**src/rtl/uart_pkg.sv**
```systemverilog
// Shared types and constants for the UART receive path: FSM states, the
// data-length encoding and the latched per-frame configuration.
package uart_pkg;

  localparam int unsigned OVS_RATE_DEFAULT = 16;

  typedef enum logic [2:0] {
    ST_IDLE,
    ST_START,
    ST_DATA,
    ST_PARITY,
    ST_STOP
  } rx_state_e;

  localparam logic [1:0] DBITS_5 = 2'd0;
  localparam logic [1:0] DBITS_6 = 2'd1;
  localparam logic [1:0] DBITS_7 = 2'd2;
  localparam logic [1:0] DBITS_8 = 2'd3;

  typedef struct packed {
    logic [1:0] dbits;
    logic       par_en;
    logic       par_odd;
    logic       stop2;
  } rx_cfg_t;

  // Index of the final data bit for a given length encoding (5..8 bits -> 4..7).
  function automatic logic [2:0] last_bit_idx(input logic [1:0] enc);
    return {1'b0, enc} + 3'd4;
  endfunction

endpackage

```
**src/rtl/uart_receiver_sync_2ff.sv**
```systemverilog
// Two-flop synchroniser for one asynchronous bit; 2 clk latency, no flow control.
// RST_VAL presets both stages so an idle-high line reads as idle out of reset.
module sync_2ff #(
  parameter logic RST_VAL = 1'b0
) (
  input  logic clk_i,
  input  logic rst_i,
  input  logic d_i,
  output logic q_o
);

  logic meta_q;
  logic sync_q;

  always_ff @(posedge clk_i or posedge rst_i) begin
    if (rst_i) begin
      meta_q <= RST_VAL;
      sync_q <= RST_VAL;
    end else begin
      meta_q <= d_i;
      sync_q <= meta_q;
    end
  end

  assign q_o = sync_q;

endmodule

```
**src/rtl/uart_receiver.sv**
```systemverilog
// UART receiver: oversampled start/data/parity/stop sampling; valid 1 clk after the last stop sample.
// Character held until rx_ready_i; frames completing while one is held are dropped and flagged as overrun.
module uart_receiver
  import uart_pkg::*;
#(
  parameter int unsigned OVS_RATE = OVS_RATE_DEFAULT
) (
  input  logic       clk_i,
  input  logic       rst_i,
  input  logic       ov_tick_i,
  input  logic       rx_i,
  input  logic [1:0] data_bits_i,
  input  logic       parity_en_i,
  input  logic       parity_odd_i,
  input  logic       stop2_i,
  output logic [7:0] rx_data_o,
  output logic       rx_valid_o,
  input  logic       rx_ready_i,
  output logic       parity_err_o,
  output logic       frame_err_o,
  output logic       overrun_o,
  output logic       busy_o
);

  localparam int unsigned TW = $clog2(OVS_RATE);
  localparam logic [TW-1:0] TICK_HALF = TW'(OVS_RATE / 2 - 1);
  localparam logic [TW-1:0] TICK_FULL = TW'(OVS_RATE - 1);

  logic rx_s;

  sync_2ff #(.RST_VAL(1'b1)) u_sync (
    .clk_i (clk_i),
    .rst_i (rst_i),
    .d_i   (rx_i),
    .q_o   (rx_s)
  );

  rx_state_e     state_q, state_d;
  logic [TW-1:0] tick_q, tick_d;
  logic [2:0]    bit_q, bit_d;
  logic          armed_q, armed_d;
  rx_cfg_t       cfg_q, cfg_d;
  logic [7:0]    shift_q, shift_d;
  logic          perr_q, perr_d;
  logic          ferr_q, ferr_d;
  logic          stop_q, stop_d;
  logic          done;
  logic          ferr_nx;
  logic          bit_tick;

  logic [7:0]    data_q, data_d;
  logic          valid_q, valid_d;
  logic          perr_o_q, perr_o_d;
  logic          ferr_o_q, ferr_o_d;
  logic          ovr_q, ovr_d;
  logic          accept;

  assign bit_tick = ov_tick_i && (tick_q == TICK_FULL);

  always_comb begin
    state_d = state_q;
    tick_d  = tick_q;
    bit_d   = bit_q;
    armed_d = armed_q;
    cfg_d   = cfg_q;
    shift_d = shift_q;
    perr_d  = perr_q;
    ferr_d  = ferr_q;
    stop_d  = stop_q;
    ferr_nx = ferr_q;
    done    = 1'b0;

    unique case (state_q)
      ST_IDLE: begin
        // Only a high-to-low transition may start a frame, so a held break is ignored.
        if (rx_s) begin
          armed_d = 1'b1;
        end else if (armed_q) begin
          state_d = ST_START;
          armed_d = 1'b0;
          tick_d  = '0;
          bit_d   = '0;
          stop_d  = 1'b0;
          shift_d = '0;
          perr_d  = 1'b0;
          ferr_d  = 1'b0;
          cfg_d   = '{dbits: data_bits_i, par_en: parity_en_i,
                      par_odd: parity_odd_i, stop2: stop2_i};
        end
      end

      ST_START: begin
        if (ov_tick_i) begin
          if (tick_q == TICK_HALF) begin
            tick_d  = '0;
            state_d = rx_s ? ST_IDLE : ST_DATA;
          end else begin
            tick_d = tick_q + 1'b1;
          end
        end
      end

      ST_DATA: begin
        if (ov_tick_i) begin
          tick_d = bit_tick ? '0 : tick_q + 1'b1;
        end
        if (bit_tick) begin
          shift_d[bit_q] = rx_s;
          if (bit_q == last_bit_idx(cfg_q.dbits)) begin
            state_d = cfg_q.par_en ? ST_PARITY : ST_STOP;
          end else begin
            bit_d = bit_q + 1'b1;
          end
        end
      end

      ST_PARITY: begin
        if (ov_tick_i) begin
          tick_d = bit_tick ? '0 : tick_q + 1'b1;
        end
        if (bit_tick) begin
          perr_d  = ((^shift_q) ^ rx_s) != cfg_q.par_odd;
          state_d = ST_STOP;
        end
      end

      ST_STOP: begin
        if (ov_tick_i) begin
          tick_d = bit_tick ? '0 : tick_q + 1'b1;
        end
        if (bit_tick) begin
          ferr_nx = ferr_q | ~rx_s;
          ferr_d  = ferr_nx;
          if (cfg_q.stop2 && !stop_q) begin
            stop_d = 1'b1;
          end else begin
            done    = 1'b1;
            state_d = ST_IDLE;
          end
        end
      end

      default: state_d = ST_IDLE;
    endcase
  end

  assign accept = valid_q & rx_ready_i;

  always_comb begin
    data_d   = data_q;
    valid_d  = valid_q;
    perr_o_d = perr_o_q;
    ferr_o_d = ferr_o_q;
    ovr_d    = ovr_q;

    if (accept) begin
      valid_d = 1'b0;
      ovr_d   = 1'b0;
    end
    // A slot freed by this cycle's acceptance can take the completing character.
    if (done) begin
      if (!valid_q || accept) begin
        data_d   = shift_q;
        perr_o_d = perr_q;
        ferr_o_d = ferr_nx;
        valid_d  = 1'b1;
      end else begin
        ovr_d = 1'b1;
      end
    end
  end

  always_ff @(posedge clk_i or posedge rst_i) begin
    if (rst_i) begin
      state_q  <= ST_IDLE;
      tick_q   <= '0;
      bit_q    <= '0;
      armed_q  <= 1'b0;
      cfg_q    <= '0;
      shift_q  <= '0;
      perr_q   <= 1'b0;
      ferr_q   <= 1'b0;
      stop_q   <= 1'b0;
      data_q   <= '0;
      valid_q  <= 1'b0;
      perr_o_q <= 1'b0;
      ferr_o_q <= 1'b0;
      ovr_q    <= 1'b0;
    end else begin
      state_q  <= state_d;
      tick_q   <= tick_d;
      bit_q    <= bit_d;
      armed_q  <= armed_d;
      cfg_q    <= cfg_d;
      shift_q  <= shift_d;
      perr_q   <= perr_d;
      ferr_q   <= ferr_d;
      stop_q   <= stop_d;
      data_q   <= data_d;
      valid_q  <= valid_d;
      perr_o_q <= perr_o_d;
      ferr_o_q <= ferr_o_d;
      ovr_q    <= ovr_d;
    end
  end

  assign rx_data_o    = data_q;
  assign rx_valid_o   = valid_q;
  assign parity_err_o = perr_o_q;
  assign frame_err_o  = ferr_o_q;
  assign overrun_o    = ovr_q;
  assign busy_o       = (state_q != ST_IDLE);

endmodule

```
**config.mk**
```make
export PLATFORM = sky130hd
export DESIGN_NAME = uart_receiver
export DESIGN_NICKNAME = d
export VERILOG_FILES = /design/src/rtl/uart_pkg.sv /design/src/rtl/uart_receiver_sync_2ff.sv /design/src/rtl/uart_receiver.sv
export SDC_FILE = /design/constraint.sdc
export NUM_CORES = 1
export LEC_CHECK = 0
export ABC_AREA = 0
export BUFFER_PORTS_ARGS = -buffer_cell sky130_fd_sc_hd__buf_2
export CAP_MARGIN = 5
export CORE_ASPECT_RATIO = 0.6
export CORE_UTILIZATION = 30
export CTS_BUF_LIST = sky130_fd_sc_hd__clkbuf_4
export CTS_CLUSTER_DIAMETER = 80
export DETAILED_ROUTE_END_ITERATION = 10
export PLACE_DENSITY = 0.53
export SLEW_MARGIN = 15
export SYNTH_ARGS = -nofsm -noshare
export SYNTH_HDL_FRONTEND = slang
export SYNTH_HIERARCHICAL = 1
export SYNTH_SLANG_ARGS = --single-unit
```
**constraint.sdc**
```tcl
create_clock -name clk_i -period 4.55 [get_ports clk_i]
set_clock_uncertainty 0.2 [all_clocks]
set_input_delay 0.455 -clock clk_i [delete_from_list [all_inputs] [get_ports clk_i]]
set_output_delay 0.455 -clock clk_i [all_outputs]
set_load 0.1 [all_outputs]
```
==> qor.yml, run 1 <==
ir_drop_mv: 0.206
num_antenna_cells: 0
overflow: 0
grt_util_all_layers_pct: 13.0
drt-total-wl_mm: 4.37
setup_violations: 0
path_clk_slew_ns: 0.13
worstPathMaxFanout: 12
slew_headroom_pct: 56.4
numClockSinks: 41
crit_type: "reg2reg"
cp_top_family: "simple AND/OR/NAND/NOR gates"
synthAdderAreaFrac_pct: 1.64
coreArea_um2: 6790
wl_per_cell_um: 14.3
required_ns: 4.61
synth_seq_cells: 41
fin_setup_tns_ns: 0
worst_slew_pin_slew_ns: 0.652
r2r_end: "state_q[1]"
worstSetupStartpointType: "register"
grt_pass1_wl_mm: 7.42
run_status: "finished, violations left"
rsz0062_at_grt: "false"
clock_latency_ns: 0.36
area_growth_pct: 12.7
multiInputGateArea_um2: 1010
placedCellCount: 296
gp_congestion: 0.785
synth-simple-area-share_pct: 13.2
power.share.sequential_pct: 41.2
die_h_um: 67.4
syn_area_per_cell_um2: 11.0
p_comb_share_pct: 40.3
synth.mux.area_fraction_pct: 9.41
vias_per_cell: 4.84
cp.arrival_ns: 2.46
synth_xor_xnor_area_share_pct: 4.91
final_layout_size_suffix_gt1_share_pct: 27.4
maxCapViolCount: 0
synth_area_um2: 2140
utilization_pct: 35.5
hold_depth: 2
drt_iter0_drc: 96
vias: 1480
violations: "design-rule violations"
die_w_um: 111
rr_worst_depth: 5
synthCells: 194
root_buffer: "clkbuf_4"
endpoint_kind: "register"
pre_cts_ws_ns: 2.17
finalCritPeriodShare_pct: 52.8
antenna_left: 0
hold_class: "in2reg"
finalNetCount: 230
start_util_pct: 31.5
synthFlopType: "dfrtp_1"
firstDrtPassIters: 7
clkPwrFrac_pct: 18.6
report.final.slew_viol_count: 0
cts_buffer_depth: 2
swShare_pct: 42.4
numCtsBuffers: 5
drc: 2
num-fill-cells: 695
setup_ws_ns: 2.15
crit_chain: "or3b_2 -> a31oi_4 -> inv_1 -> nand4_1 -> mux2_2"
intPower_mw: 0.748
portBuffers: 22
cp_slowest_stage_delay_ns: 0.72
grt_antenna_before_repair: 0
grt_start_max_net_pins: 40
yosysWarningCount: 6
r2r_slack_ns: 2.15
grt_pass1_vias: 1391
p_leak_nw: 1.06
fin_cells: 306
synth-edff-count: 0
hpwlAfterDp_mm: 3.13
seqCellArea_um2: 1030
htreeDepth: 2
synth_compound_area_share_pct: 18.2
synth_top_family_by_area: "compound AO/OA/AOI/OAI gates"
cp_slowest_cell: "dfrtp_1"
pwr_density_cell_nw_per_um2: 538
worstHoldStart: "rx_ready_i"
dieArea_um2: 7490
p_sw_mw: 0.551
min_to: "overrun_o"
ys_async_sr_fraction_pct: 100
pin_count: 23
finalHoldViolCount: 0
reg2reg_from: "state_q[1]"
seq_area_frac_synth_pct: 48.0
synth.distinct_cells: 48
synth_nets: 206
max_freq_mhz: 416
worst-path-buf-inv: 1
period_minus_slack_ns: 2.40
cts_resized: 0
rows: 23
cts_tree: "built"
## Yosys cell counts (2+ instances only)
library cell / instances / area, µm²
inv_1: 11 / 41.3
dfrtp_1: 39 / 976
o21ai_0: 16 / 80.1
nor2_1: 6 / 22.5
a21oi_1: 8 / 40.0
mux2_2: 17 / 191
a21o_1: 4 / 30.0
nand3_1: 4 / 20.0
buf_4: 2 / 15.0
a31oi_1: 5 / 31.3
buf_6: 2 / 22.5
ha_1: 2 / 25.0
o31ai_1: 3 / 22.5
or2_2: 2 / 12.5
clkbuf_1: 3 / 11.3
xnor2_1: 12 / 105
dfstp_2: 2 / 52.6
a32o_1: 2 / 20.0
nor2b_1: 3 / 18.8
nand2_1: 15 / 56.3
nand2b_1: 2 / 12.5
nand4_1: 3 / 18.8
nor3b_1: 2 / 15.0
o41ai_1: 5 / 43.8
## layout by cell type, fill, tap and decap left out, types with 4 or more instances in the layout
| cell | count |
|---|---|
| a31oi_1 | 5 |
| o41ai_1 | 5 |
| buf_2 | 22 |
| nor2_1 | 6 |
| inv_1 | 11 |
| xnor2_1 | 12 |
| mux2_2 | 17 |
| dfrtp_1 | 39 |
| clkbuf_4 | 5 |
| nand2_1 | 15 |
| a21o_1 | 4 |
| nand3_1 | 4 |
| o21ai_0 | 16 |
| a21oi_1 | 8 |
## worst max path at each step
stage	from	end	depth (start not counted)
2_1_floorplan	state_q[1]	cfg_q[0]	6
3_3_place_gp	state_q[1]	state_q[1]	5
3_5_place_dp	state_q[1]	state_q[1]	5
4_1_cts	state_q[1]	busy_o	3
5_1_grt	state_q[1]	rx_data_o[0]	4
6_report	state_q[1]	state_q[1]	5
## registers in the layout, summed over array words and instances, names as in the netlist
register,flops
bit_q,3
rx_data_o,8
parity_err_o,1
frame_err_o,1
stop_q,1
cfg_q,5
u_sync/meta_q,1
tick_q,4
state_q,3
armed_q,1
u_sync/q_o,1
overrun_o,1
rx_valid_o,1
perr_q,1
ferr_q,1
shift_q,8
## layout make-up
type / instances / area share (%)
inverters: 12 / 1.87
multi-input cells: 133 / 42.0
flip-flops and latches: 41 / 42.6
clock inverters: 3 / 1.71
clock buffers: 5 / 1.56
well taps: 87 / 4.51
repair buffers: 25 / 5.71
## through the flow
stage	power [mW]	hold slack, ns	area, µm²
detailed placement	1.06	0.148	2310
floorplan	0.978	0.145	2140
CTS	1.31	0.0458	2410
finish	1.30	0.0622	2410
global placement	1.06	0.149	2310
global route	1.39	0.0529	2410
## routing by layer
metal	GRT usage [%]	part of all wire, %
met2	15.2	32
met1	21.5	62
met4	3.04	0.23
met3	3.95	5.9
met5	0	0
## cells by family (layout without fill, tap and decap cells)
group | count (synthesis) | count (layout)
multiplexers | 18 | 18
XOR/XNOR | 12 | 12
adder cells (fa/ha/maj) | 3 | 3
buffers and inverters | 20 | 45
AND/OR/NAND/NOR | 47 | 47
flip-flops | 41 | 41
AO/OA/AOI/OAI | 53 | 53
## power by group through the flow
stage	clock (mW)	combinational [mW]	sequential, mW
floorplan	0	0.499	0.479
global placement	0	0.524	0.539
global route	0.265	0.579	0.547
CTS	0.251	0.525	0.533
detailed placement	0	0.525	0.539
finish	0.241	0.523	0.535
## worst reg2reg max path: cells and delay by family, from the launching register on
| family | cells | cell delay [ns] |
|---|---|---|
| mux | 1 | 0.35 |
| compound gates | 1 | 0.19 |
| buf+inv | 1 | 0.07 |
| flops | 1 | 0.72 |
| simple gates | 2 | 0.78 |
## repair_timing
action                     in CTS  in global routing
hold buffers                    2                  0
hold endpoints to repair        3                  0
setup buffers                   0                  0
setup endpoints to repair       0                  0
(Power assumes the default switching activity.)
==> run 2: changes to the inputs <==
==> constraint.sdc (replaced) <==
create_clock -name clk_i -period 2.25 [get_ports clk_i]
set_clock_uncertainty 0.2 [all_clocks]
set_input_delay 0.225 -clock clk_i [delete_from_list [all_inputs] [get_ports clk_i]]
set_output_delay 0.225 -clock clk_i [all_outputs]
set_load 0.1 [all_outputs]
==> qor.yml, run 2 (same netlist as run 1, synthesis figures left out) <==
hold_depth: 0  # -2
htreeDepth: 2  # unchanged
cts_tree: "built"
finalHoldViolCount: 0  # unchanged
hpwlAfterDp_mm: 3.41  # +9.2%
finalCritPeriodShare_pct: 94.2  # +41 points
layout_commonest_cell: "dfrtp_1"
rsz0062_at_grt: "false"
worstPathMaxFanout: 5  # -7
antenna_left: 0  # unchanged
firstDrtPassIters: 7  # unchanged
overflow: 0  # unchanged
path_clk_slew_ns: 0.12  # about the same
drt_iter0_drc: 119  # +24%
cts_buffer_depth: 2  # unchanged
finalNetCount: 250  # +8.7%
required_ns: 2.30  # -2.31 ns
vias_per_cell: 4.85  # +0.27%
crit_type: "reg2reg"
pwr_density_cell_nw_per_um2: 1030  # +92%
drt-total-wl_mm: 4.67  # +6.9%
final_cell_mix: "dfrtp_1, buf_2, mux2_2"
cp_slowest_stage_delay_ns: 0.41  # -0.31 ns
violations: "design-rule violations"
num_antenna_cells: 0  # unchanged
root_buffer: "clkbuf_4"
start_util_pct: 31.5  # unchanged
rr_worst_depth: 7  # +2
numClockSinks: 41  # unchanged
pin_count: 23  # unchanged
r2r_end: "state_q[1]"
numCtsBuffers: 5  # unchanged
setup_violations: 0  # unchanged
hold_class: "reg2reg"
cp_slowest_cell: "dfrtp_1"
max_freq_mhz: 472  # +14%
placedCellCount: 310  # +4.7%
run_status: "finished, violations left"
slew_headroom_pct: 66.6  # +10 points
report.final.slew_viol_count: 0  # unchanged
final_layout_size_suffix_gt1_share_pct: 31.0  # +3.6 points
fin_setup_tns_ns: 0  # unchanged
area_growth_pct: 19.9
crit_chain: "ha_2 -> nand4_1 -> buf_4 -> a21o_1 -> o21ai_0 -> nand4_1 -> mux2_2"
portBuffers: 22  # unchanged
die_w_um: 111  # unchanged
rows: 23  # unchanged
grt_antenna_before_repair: 0  # unchanged
worst_slew_pin_slew_ns: 0.500  # -0.152 ns
grt_util_all_layers_pct: 14.0  # +1.0 points
p_leak_nw: 1.15  # +8.2%
clock_latency_ns: 0.35  # about the same
worstHoldStart: "u_sync/meta_q"
vias: 1581  # +6.8%
ir_drop_mv: 0.357  # +73%
period_minus_slack_ns: 2.12  # -0.286 ns
place_area_um2: 2430  # +5.1%
endpoint_kind: "register"
fin_cells: 326  # +6.5%
die_h_um: 67.4  # unchanged
drc: 2  # unchanged
maxCapViolCount: 0  # unchanged
r2r_slack_ns: 0.13  # -2.01 ns
coreArea_um2: 6790  # unchanged
dieArea_um2: 7490  # unchanged
cp.arrival_ns: 2.17  # -0.29 ns
gp_congestion: 0.838  # +6.8%
grt_pass1_wl_mm: 7.89  # +6.2%
worstSetupStartpointType: "register"
reg2reg_from: "tick_q[0]"
final_area_um2: 2570  # +6.4%
wl_per_cell_um: 14.3  # +0.33%
grt_pass1_vias: 1457  # +4.7%
grt_start_max_net_pins: 40  # unchanged
min_to: "u_sync/q_o"
crit_top_cell: "nand4_1"
[run 2: cell types whose count changed in the layout (fill, tap and decap cells not counted)]
| cell | delta |
|---|---|
| buf_12 | +1 |
| buf_4 | +13 |
| ha_2 | +1 |
| ha_1 | -1 |
| bufinv_16 | -1 |
| dlygate4sd3_1 | +6 |
| clkinvlp_4 | -1 |
| clkinv_1 | +1 |
| clkbuf_4 | +1 |
| clkinv_2 | +1 |
| buf_2 | -1 |
[run 2: area by class of cell]
class | instances | area, µm²
inverters | 12 | 45.0
fillers | 704 | 4230
multi-input cells | 133 | 1020
clock buffers | 5 | 37.5
flip-flops and latches | 41 | 1030
clock inverters | 3 | 12.5
well taps | 87 | 109
repair buffers | 45 | 318
[run 2: worst max-delay path by stage]
stage                     startpoint         end  cells past startpoint
final                      tick_q[0]  state_q[1]                      7
after global routing       tick_q[0]  state_q[2]                      7
after CTS                 state_q[1]      busy_o                      4
after detailed placement  state_q[1]    cfg_q[1]                      5
after global placement    state_q[1]    cfg_q[3]                      5
after floorplan           state_q[1]    cfg_q[0]                      6
[run 2: routing by layer]
metal | GRT usage, % | wire, µm | vias up
li1 | - | - | 793
met1 | 23.2 | 2740 | 725
met2 | 16.0 | 1560 | 60
met3 | 3.86 | 355 | 3
met4 | 4.56 | 19 | 0
met5 | 0 | 0 | -
[run 2: worst max-delay path: cells and delay by family, from the launching register on]
| kind | cells | cell delay [ns] |
|---|---|---|
| flops | 1 | 0.41 |
| mux | 1 | 0.31 |
| simple gates | 2 | 0.40 |
| buf+inv | 1 | 0.21 |
| fa+ha+maj | 1 | 0.23 |
| compound gates | 2 | 0.25 |
[run 2: where the power goes]
group	switching [mW]	internal, mW
clock	0.242	0.113
sequential	0.136	0.868
combinational	0.763	0.527
total	1.14	1.51
[run 2: metrics by stage]
| step | util, % | setup slack [ns] | power, mW | hold WS (ns) |
|---|---|---|---|---|
| 3_3_place_gp | 35.8 | 0.147 | 2.29 | 0.0618 |
| 5_1_grt | 37.8 | 0.0191 | 2.85 | 0.178 |
| 2_1_floorplan | - | 0.133 | 1.98 | -0.0635 |
| 3_5_place_dp | 35.8 | 0.150 | 2.28 | 0.0655 |
| 4_1_cts | 37.7 | 0.0625 | 2.66 | 0.165 |
| 6_report | 37.8 | 0.132 | 2.65 | 0.166 |
[run 2: timing repair]
action	in CTS	in global routing
buffers inserted	0	0
hold buffers	8	0
endpoints found under the hold margin	48	0
resized for setup	0	2
setup endpoints to repair	0	5
==> run 3: changes to the inputs <==
==> constraint.sdc (replaced) <==
create_clock -name clk_i -period 2.25 [get_ports clk_i]
set_clock_uncertainty 0.2 [all_clocks]
set_input_delay 0.225 -clock clk_i [delete_from_list [all_inputs] [get_ports clk_i]]
set_output_delay 0.225 -clock clk_i [all_outputs]
set_load 0.02 [all_outputs]
==> qor.yml, run 3 (same netlist as run 1, synthesis figures left out) <==
run_status: "finished, violations left"
violations: "design-rule violations"
worstSetupStartpointType: "register"
portBuffers: 22  # unchanged
fin_setup_tns_ns: 0  # unchanged
rsz0062_at_grt: "false"
pwr_density_cell_nw_per_um2: 999  # -3.2%
ir_drop_mv: 0.357  # +0.11%
finalCritPeriodShare_pct: 95.6  # +1.5 points
hold_class: "reg2reg"
worst_slew_pin_slew_ns: 0.501  # +0.000349 ns
maxCapViolCount: 0  # unchanged
dieArea_um2: 7490  # unchanged
report.final.slew_viol_count: 0  # unchanged
crit_start: "state_q[1]"
rows: 23  # unchanged
overflow: 0  # unchanged
hpwlAfterDp_mm: 3.41  # unchanged
grt.met2_usage_pct: 16.0  # unchanged
root_buffer: "clkbuf_4"
antenna_left: 0  # unchanged
required_ns: 2.30  # about the same
vias_per_cell: 4.86  # +0.13%
wl_per_cell_um: 14.3  # about the same
endpoint_kind: "register"
grt_start_max_net_pins: 40  # unchanged
rr_worst_depth: 5  # -2
drc: 2  # unchanged
cts_buffer_depth: 2  # unchanged
cp_slowest_cell: "dfrtp_1"
finalHoldViolCount: 0  # unchanged
numClockSinks: 41  # unchanged
area_growth_pct: 19.8  # about the same
coreArea_um2: 6790  # unchanged
post_cts_buffers: 0  # unchanged
period_minus_slack_ns: 2.15  # +0.0333 ns
gp_congestion: 0.838  # unchanged
grt_pass1_wl_mm: 7.89  # unchanged
vias: 1583  # +0.13%
crit_type: "reg2reg"
r2r_end: "cfg_q[1]"
die_w_um: 111  # unchanged
busiest_layer: "met1"
finalNetCount: 250  # unchanged
cp.arrival_ns: 2.20  # +0.03 ns
grt_pass1_vias: 1457  # unchanged
final_cell_mix: "dfrtp_1, buf_2, mux2_2"
r2r_slack_ns: 0.1  # -0.03 ns
grt_antenna_before_repair: 0  # unchanged
htreeDepth: 2  # unchanged
die_h_um: 67.4  # unchanged
path_clk_slew_ns: 0.12  # about the same
num_antenna_cells: 0  # unchanged
cts_tree: "built"
final_layout_size_suffix_gt1_share_pct: 31.0  # unchanged
min_to: "u_sync/q_o"
grt_use_met1_pct: 23.2  # unchanged
slew_headroom_pct: 66.6  # about the same
p_leak_nw: 1.15  # about the same
firstDrtPassIters: 7  # unchanged
use_met3_pct: 3.86  # unchanged
whs_ns: 0.166  # -0.000122 ns
drt-total-wl_mm: 4.67  # about the same
crit_chain: "buf_4 -> nor3_4 -> inv_2 -> or2_1 -> mux2_2"
worstPathMaxFanout: 9  # +4
layout_commonest_cell: "dfrtp_1"
pin_count: 23  # unchanged
numCtsBuffers: 5  # unchanged
max_freq_mhz: 465  # -1.5%
clock_latency_ns: 0.35  # about the same
hold_depth: 0  # unchanged
grt_util_all_layers_pct: 14.0  # unchanged
cp_slowest_stage_delay_ns: 0.48  # +0.07 ns
start_util_pct: 31.5  # unchanged
reg2reg_from: "state_q[1]"
setup_violations: 0  # unchanged
worstHoldStart: "u_sync/meta_q"
drt_iter0_drc: 117  # -1.7%
-- run 3: cell types whose count changed in the layout (fill, tap and decap cells not counted), sizes merged --
cell    change
clkbuf      -1
buf         +1
-- run 3: area by class of cell --
type / instances / area, µm²
Sequential cell: 41 / 1030
Clock inverter: 3 / 12.5
Multi-Input combinational cell: 133 / 1020
Timing Repair Buffer: 45 / 315
Clock buffer: 5 / 37.5
Inverter: 12 / 45.0
Fill cell: 703 / 4230
Tap cell: 87 / 109
-- run 3: critical path, delay by kind of cell, from the launching register on --
kind                   cells  cell delay, ns
AND/OR/NAND/NOR            2            0.71
flip-flops                 1            0.48
multiplexers               1            0.34
buffers and inverters      2            0.30
-- run 3: per-layer routing --
metal / vias to the layer above / share of wire (%)
li1: 791 / -
met1: 732 / 59
met2: 57 / 33
met3: 3 / 7.0
met4: 0 / 0.41
met5: - / 0
-- run 3: worst max path at each step --
stage	endpoint	slack, ns	cells after the start
floorplan	state_q[1]	0.26	6
global placement	cfg_q[3]	0.15	5
detailed placement	cfg_q[1]	0.15	5
CTS	cfg_q[1]	0.10	5
global route	state_q[2]	0.02	7
finish	cfg_q[1]	0.1	5
-- run 3: metrics by stage --
step           worst slack [ns]  util [%]  power [mW]  cells  instance area (µm²)
2_1_floorplan             0.260         -        1.90    194                 2140
3_3_place_gp              0.147      35.8        2.20    310                 2430
3_5_place_dp              0.150      35.8        2.20    310                 2430
4_1_cts                   0.102      37.7        2.58    326                 2560
5_1_grt                  0.0191      37.7        2.76    326                 2560
6_report                 0.0983      37.7        2.56    326                 2560
-- run 3: power by group --
| part | total, mW | switching [mW] | internal, mW |
|---|---|---|---|
| clock | 0.353 | 0.240 | 0.113 |
| sequential | 1.00 | 0.135 | 0.868 |
| combinational | 1.20 | 0.683 | 0.521 |
| total | 2.56 | 1.06 | 1.50 |
-- run 3: what timing repair did --
| action | CTS | global route |
|---|---|---|
| endpoints found under the hold margin | 48 | 0 |
| endpoints found under the setup margin | 0 | 4 |
| hold buffers | 8 | 0 |
| resized for setup | 0 | 1 |
